`src/rtl/matrix_operand_loader.sv`:
```
`default_nettype none
// +----------------------------------------------------------------------------+
// | Module  : matrix_operand_loader                                            |
// | Purpose : Packs a serial A-then-B element stream into row vectors of A and |
// |           column vectors of B, then holds both buses until accepted.       |
// | Option  : MATRIX_OPERAND_LOADER_FRAME_CHECK_EN enables the in_last check.  |
// | Rev     : 1.0  initial release                                             |
// +----------------------------------------------------------------------------+
module matrix_operand_loader #(
  parameter int DATA_WIDTH        = 32,
  parameter int SIZE              = 4,
  parameter int OUTPUT_DATA_WIDTH = SIZE*SIZE*DATA_WIDTH
) (
  input  logic                         clk,
  input  logic                         rst,
  input  logic [DATA_WIDTH-1:0]        in_data,
  input  logic                         in_valid,
  input  logic                         in_last,
  output logic                         in_ready,
  input  logic                         flush,
  output logic [OUTPUT_DATA_WIDTH-1:0] data0_out,
  output logic [OUTPUT_DATA_WIDTH-1:0] data1_out,
  output logic                         out_valid,
  input  logic                         out_ready,
  output logic                         err_out
);

  localparam int c_N     = SIZE*SIZE;
  localparam int c_CNT_W = (c_N > 1) ? $clog2(c_N) : 1;
  localparam logic [c_CNT_W-1:0] c_CNT_LAST = c_CNT_W'(c_N-1);

  typedef enum logic [1:0] {
    S_LOAD_A  = 2'd0,
    S_LOAD_B  = 2'd1,
    S_PRESENT = 2'd2
  } state_t;

  state_t             r_state;
  state_t             w_state_nxt;
  logic [c_CNT_W-1:0] r_cnt;
  logic [c_CNT_W-1:0] w_cnt_nxt;
  logic               w_loading;
  logic               w_xfer;
  logic               w_cnt_last;

  assign w_loading  = (r_state != S_PRESENT);
  assign w_xfer     = in_valid && w_loading && !flush;
  assign w_cnt_last = (r_cnt == c_CNT_LAST);

  always_ff @(posedge clk) begin
    if (!rst) begin
      r_state <= S_LOAD_A;
      r_cnt   <= '0;
    end else begin
      r_state <= w_state_nxt;
      r_cnt   <= w_cnt_nxt;
    end
  end

  always_comb begin
    w_state_nxt = r_state;
    w_cnt_nxt   = r_cnt;
    in_ready    = w_loading;
    out_valid   = (r_state == S_PRESENT);
    if (flush) begin
      w_state_nxt = S_LOAD_A;
      w_cnt_nxt   = '0;
    end else begin
      case (r_state)
        S_LOAD_A: begin
          if (w_xfer) begin
            if (w_cnt_last) begin
              w_cnt_nxt   = '0;
              w_state_nxt = S_LOAD_B;
            end else begin
              w_cnt_nxt = r_cnt + 1'b1;
            end
          end
        end
        S_LOAD_B: begin
          if (w_xfer) begin
            if (w_cnt_last) begin
              w_cnt_nxt   = '0;
              w_state_nxt = S_PRESENT;
            end else begin
              w_cnt_nxt = r_cnt + 1'b1;
            end
          end
        end
        S_PRESENT: begin
          if (out_ready) begin
            w_state_nxt = S_LOAD_A;
          end
        end
        default: begin
          w_state_nxt = S_LOAD_A;
          w_cnt_nxt   = '0;
        end
      endcase
    end
  end

  // Slot k of data1 holds B(r=k%SIZE, c=k/SIZE), i.e. stream index (k%SIZE)*SIZE + k/SIZE.
  for (genvar k = 0; k < c_N; k++) begin : g_elem
    localparam logic [c_CNT_W-1:0] c_SELF = c_CNT_W'(k);
    localparam logic [c_CNT_W-1:0] c_SRC  = c_CNT_W'((k % SIZE)*SIZE + k/SIZE);

    logic [DATA_WIDTH-1:0] r_a;
    logic [DATA_WIDTH-1:0] r_b;

    always_ff @(posedge clk) begin
      if (!rst) begin
        r_a <= '0;
        r_b <= '0;
      end else begin
        if (w_xfer && (r_state == S_LOAD_A) && (r_cnt == c_SELF)) begin
          r_a <= in_data;
        end
        if (w_xfer && (r_state == S_LOAD_B) && (r_cnt == c_SRC)) begin
          r_b <= in_data;
        end
      end
    end

    assign data0_out[k*DATA_WIDTH +: DATA_WIDTH] = r_a;
    assign data1_out[k*DATA_WIDTH +: DATA_WIDTH] = r_b;
  end

`ifdef MATRIX_OPERAND_LOADER_FRAME_CHECK_EN
  logic r_err;
  logic w_last_b;

  // in_last must coincide exactly with the final element of B.
  assign w_last_b = (r_state == S_LOAD_B) && w_cnt_last;

  always_ff @(posedge clk) begin
    if (!rst) begin
      r_err <= 1'b0;
    end else if (w_xfer && (in_last != w_last_b)) begin
      r_err <= 1'b1;
    end
  end

  assign err_out = r_err;
`else
  logic w_unused_in_last;

  assign w_unused_in_last = in_last;
  assign err_out          = 1'b0;
`endif

endmodule
`default_nettype wire

```
`config.mk`:
```
export PLATFORM = sky130hd
export DESIGN_NAME = matrix_operand_loader
export DESIGN_NICKNAME = d
export VERILOG_FILES = /design/src/rtl/matrix_operand_loader.sv
export SDC_FILE = /design/constraint.sdc
export NUM_CORES = 2
export LEC_CHECK = 0
export CORE_AREA = 2 2 411 413
export CTS_CLUSTER_DIAMETER = 40
export CTS_CLUSTER_SIZE = 16
export DETAILED_ROUTE_END_ITERATION = 16
export DIE_AREA = 0 0 413 415
export PLACE_DENSITY_LB_ADDON = 0.1
export SYNTH_ARGS = -nofsm -noshare
export SYNTH_HDL_FRONTEND = slang
export SYNTH_SLANG_ARGS = --single-unit
```
`constraint.sdc`:
```
create_clock -name clk -period 1.5 [get_ports clk]
set_input_delay 0.15 -clock clk [delete_from_list [all_inputs] [get_ports clk]]
set_output_delay 0.15 -clock clk [all_outputs]
set_load 0.02 [all_outputs]
```
-- After elaboration in Yosys (flattened, before gate mapping)
Cells that the tools add are included.
- input port bits: 38
- output and inout port bits: 1027
- word-level logic and storage cells: 113
- register bits after elaboration: 1030
- equal/unequal tests: 24
- bitwise operators: 2
- reductions and logical operators: 43
- muxes and demuxes: 9
- $add $sub $neg: 1
- operators with widths (kind ; number):
    logical AND 1 bit ; 36
    == test 4 bit, second input constant ; 8
    == test 4 x 3 -> 1 bit, second input constant ; 4
    2-to-1 mux 2 bit ; 5
    inequality test 2 bit, second input constant ; 5
    == test 4 x 2 -> 1 bit, second input constant ; 2
    2-to-1 mux 4 bit ; 2
    case mux 4 bit (2 select lines) ; 1
    case mux 2 bit (3 select lines) ; 1
    AND reduction 5 bit ; 1
    adder 4 x 1 -> 4 bit, second input constant ; 1
    == test 4 x 1 -> 1 bit, second input constant ; 1
    logical NOT 4 bit ; 1
    inequality test 2 x 1 -> 1 bit, second input constant ; 2
    OR reduction 2 bit ; 2
    == test 2 x 1 -> 1 bit, second input constant ; 1
    == test 2 bit, second input constant ; 1
    logical NOT 2 bit ; 1
    NOT 1 bit ; 2
    AND reduction 2 bit ; 1
    logical NOT 1 bit ; 1

-- Longest topological paths before layout
- word-level depth: 5
- mapped depth: 8
- mapped depth without buffers: 5

-- Worst setup path after synthesis
OpenSTA, ideal clock, no wires.
- path kind: flip-flop to flip-flop
- from: register r_cnt[0]
- to: register g_elem[14].r_a[0]
- arrival time: 1.423 ns
- period minus slack after synthesis: 1.551 ns
- required time: 1.372 ns
- setup time: 0.128 ns
- path slack: -0.051 ns
- stages on the path, launching flop included: 7
- buffers on the path: 2
- path through: dfxtp_1 inv_1 ha_1 buf_2 nand3_1 clkbuf_1 o21ai_0
- longest elaborated chain between the ends: 2
- ends and longest elaborated chain (what ; line ; source):
    from (decl) ; 40 ; logic [c_CNT_W-1:0] r_cnt;
    from (signal assigned) ; 56 ; r_cnt <= w_cnt_nxt;
    == test 4 bit ; 116 ; if (w_xfer && (r_state == S_LOAD_A) && (r_cnt == c_SELF)) begin
    logical AND 1 bit ; 116 ;
    to (signal assigned) ; 117 ; r_a <= in_data;
    to (decl) ; 108 ; logic [DATA_WIDTH-1:0] r_a;
Every way passes these cells.
A chain may end at the register's enable or synchronous reset.

-- Final worst setup path
- from: register r_state[0]
- to: register g_elem[3].r_a[14]
- longest elaborated chain between the ends: 5
- elaborated cells between the ends (all ways): 6
- classes of those cells: eq/ne (1); reduce/logical (5)
- ends and longest elaborated chain (what ; line ; source):
    from (decl) ; 38 ; state_t r_state;
    from (signal assigned) ; 55 ; r_state <= w_state_nxt;
    inequality test 2 bit ; 46 ; assign w_loading = (r_state != S_PRESENT);
    logical AND 1 bit (2 in a row) ; 47 ; assign w_xfer = in_valid && w_loading && !flush;
    logical AND 1 bit (*) (2 in a row) ; 116 ;
    to (signal assigned) ; 117 ;
    to (decl) ; 108 ;
Every way passes the cells marked *; elsewhere a longest branch is shown, timed or not.

==> results.toml <==
[status]
status = "complete, but fails checks"
violations = "setup timing"

[synthesis]
synth_fp_nets = 3791
yosys.area.top_type_share_pct = 60.1
synth_warnings = 0
synth_top_cell_by_area = "dfxtp_1"
syn_inst = 3749
yosysSeqAreaShare_pct = 60.1
ys_top_cells_by_area = "dfxtp_1 (60%), nand3_1 (13%), o21ai_0 (13%)"
netlist_area_um2 = 34300
synth_area_per_cell_um2 = 9.15
synth_cell_types = 38
synth.ff_latch_count = 1030

[cts]
cts.sinks = 1030
htree_levels = 4
clk_pin_slew_worst_paths_ps = 50
cts_tree = "yes"
cts_max_path_buffers = 3
cts-root-buf = "clkbuf_16"
numCtsBuffers = 192
clk_latency_ps = 810

[placed_design]
port_buffers = 1062
globalplace.congestion = 0.792
placed_cells = 6908
pre_cts_ws_ps = -509
place.detailed.hpwl_um = 135000

[layout]
layout_commonest_cell = "nand3_1"
fin_cells = 7311
syn_to_final_growth_pct = 70.7
final_cell_mix = "nand3_1 (843), o21ai_0 (815), buf_6 (663), dfxtp_2 (632), dfxtp_1 (376)"
drive_above_1_share_pct = 41.2
final_nets = 4972

[global_route]
first_global_vias = 30900
grt_use_total_pct = 21.4
grt_overflow = 0
grt_pass1_wl_um = 258000
antenna_found_initial = 20
grt_max_degree = 69

[setup_path]
cp.required_ps = 2170
crit_path_start = "r_state[0]"
end_kind = "flip-flop"
crit_path_cell_trace = "buf_6 > buf_6 > nor4b_4 > buf_12 > nand3_4 > buf_12 > nand3_1 > o21ai_0"
startpoint_type = "flip-flop"
cp_max_fo = 64
rr_startpoint = "r_state[0]"
cp.arrival_ps = 2500
slowest_stage = "dfxtp_4"
critPathMaxStageDelay_ps = 340
crit_type = "flip-flop to flip-flop"

[floorplan]
die_w_um = 413
fp-row-count = 150
io_pins = 1065
start_util_pct = 20.6
die_area_um2 = 171000
core_um2 = 167000
fp.dieH_um = 415

[timing]
fin_tns_setup_ps = -170690
fin_skew_ps = 25.4
finalHoldViolCount = 0
finalSetupViolations = 1351
rsz0062_at_grt = "true"
period_share_pct = 122
layout_setup_ws_ps = -327
timing.hold.ws_ps = 107
layout_min_cycle_time_ps = 1830
fmax_mhz = 547
drv_slew = 0

[pwr]
power_density_nw_per_um2 = 1290
irDropWorstVdd_v = 0.00117
p_leak_nw = 23.9
finalPower_mw = 75.8

[route]
routedWlPerCell_um = 26.2
routed-via-count = 32400
drt_iter0_drc = 2016
finalWirelength_um = 192000
drc = 0
drtAntennaViolNets = 0
drtPass1Iterations = 5
avgViaCountPerCell = 4.43

[worst_hold_path]
worstHoldStart = "in_data[25]"
hold_path_class = "input pin to flip-flop"

[flow_run]
maxCapViolCount = 0
==> sequential cells by signal, summed over array words and instances, names as in the netlist <==
name	flops
g_elem.r_a	512
g_elem.r_b	512
r_cnt	4
r_state	2
==> per-layer routing <==
layer | up-vias | part of all wire [%] | GRT usage, %
li1 | 15500 | - | -
met1 | 15500 | 40 | 24.8
met2 | 1046 | 49 | 36.2
met3 | 274 | 8.1 | 7.41
met4 | 0 | 3.4 | 7.66
met5 | - | 0 | 0
==> power by group <==
part	internal [mW]	switching [mW]
Combinational	0.838	2.01
Clock	29.9	15.6
Sequential	27.4	0.0430
==> final timing paths <==
path / slack [ps] / depth (start not counted) / endpoint
setup reg to reg: -330 / 8 / g_elem[3].r_a[14]
setup / recovery: -330 / 8 / g_elem[3].r_a[14]
hold / removal: 110 / 4 / g_elem[6].r_a[25]
hold reg to reg: 450 / 2 / g_elem[6].r_a[9]
==> logic make-up after synthesis <==
group / count (synthesis) / share of synthesized area (%)
AND/OR/NAND/NOR: 1273 / 18.2
AO/OA/AOI/OAI: 1036 / 16.1
flip-flops: 1030 / 60.1
buffers and inverters: 403 / 5.40
adder cells (fa/ha/maj): 4 / 0.146
other: 1 / 0.0109
XOR/XNOR: 1 / 0.0255
multiplexers: 1 / 0.0292
==> timing repair <==
item | 4_1_cts | 5_1_grt
gates cloned | 0 | 8
endpoints found under the hold margin | 164 | 0
pin swaps | 0 | 36
setup endpoints to repair | 1983 | 1460
hold buffers | 2 | 0
gates resized for setup | 5424 | 129
setup buffers | 18 | 4
==> through the flow <==
stage | area (µm²) | util, %
6_report | 58600 | 35.1
5_1_grt | 58500 | 35.1
4_1_cts | 58000 | 34.8
3_5_place_dp | 49700 | 29.8
3_3_place_gp | 49700 | 29.8
2_1_floorplan | 34300 | -
==> worst max-delay path, delay by kind of cell (launching register included) <==
kind	cells	cell delay, ps
and+or+nand+nor	3	560
buffers and inverters	4	600
AOI/OAI and AO/OA	1	80
DFF	1	340
==> synth_stat cells, drive strengths merged <==
cell and instances:
and4b 1, clkbuf 172, o21ai 900, a21oi 3, inv 5, nand3b 1
a211oi 1, a31oi 1, o211ai 1, nor4b 1, a21boi 128, ha 4
nor2 3, o22ai 1, dfxtp 1030, xnor2 1, nand2 321, nand2b 3
buf 226, mux2i 1, nand3 930, conb 1, a221oi 1, or3 1
and4bb 2, nor2b 4, and3 6
==> cell type report <==
| class | count | area (µm²) |
|---|---|---|
| Timing Repair Buffer | 1385 | 15200 |
| Tap cell | 2204 | 2760 |
| Inverter | 5 | 18.8 |
| Sequential cell | 1030 | 21500 |
| Fill cell | 17200 | 108000 |
| Multi-Input combinational cell | 2316 | 12300 |
| Clock inverter | 100 | 1340 |
| Antenna cell | 14 | 35.0 |
| Clock buffer | 257 | 5480 |
(Power assumes the default switching activity.)
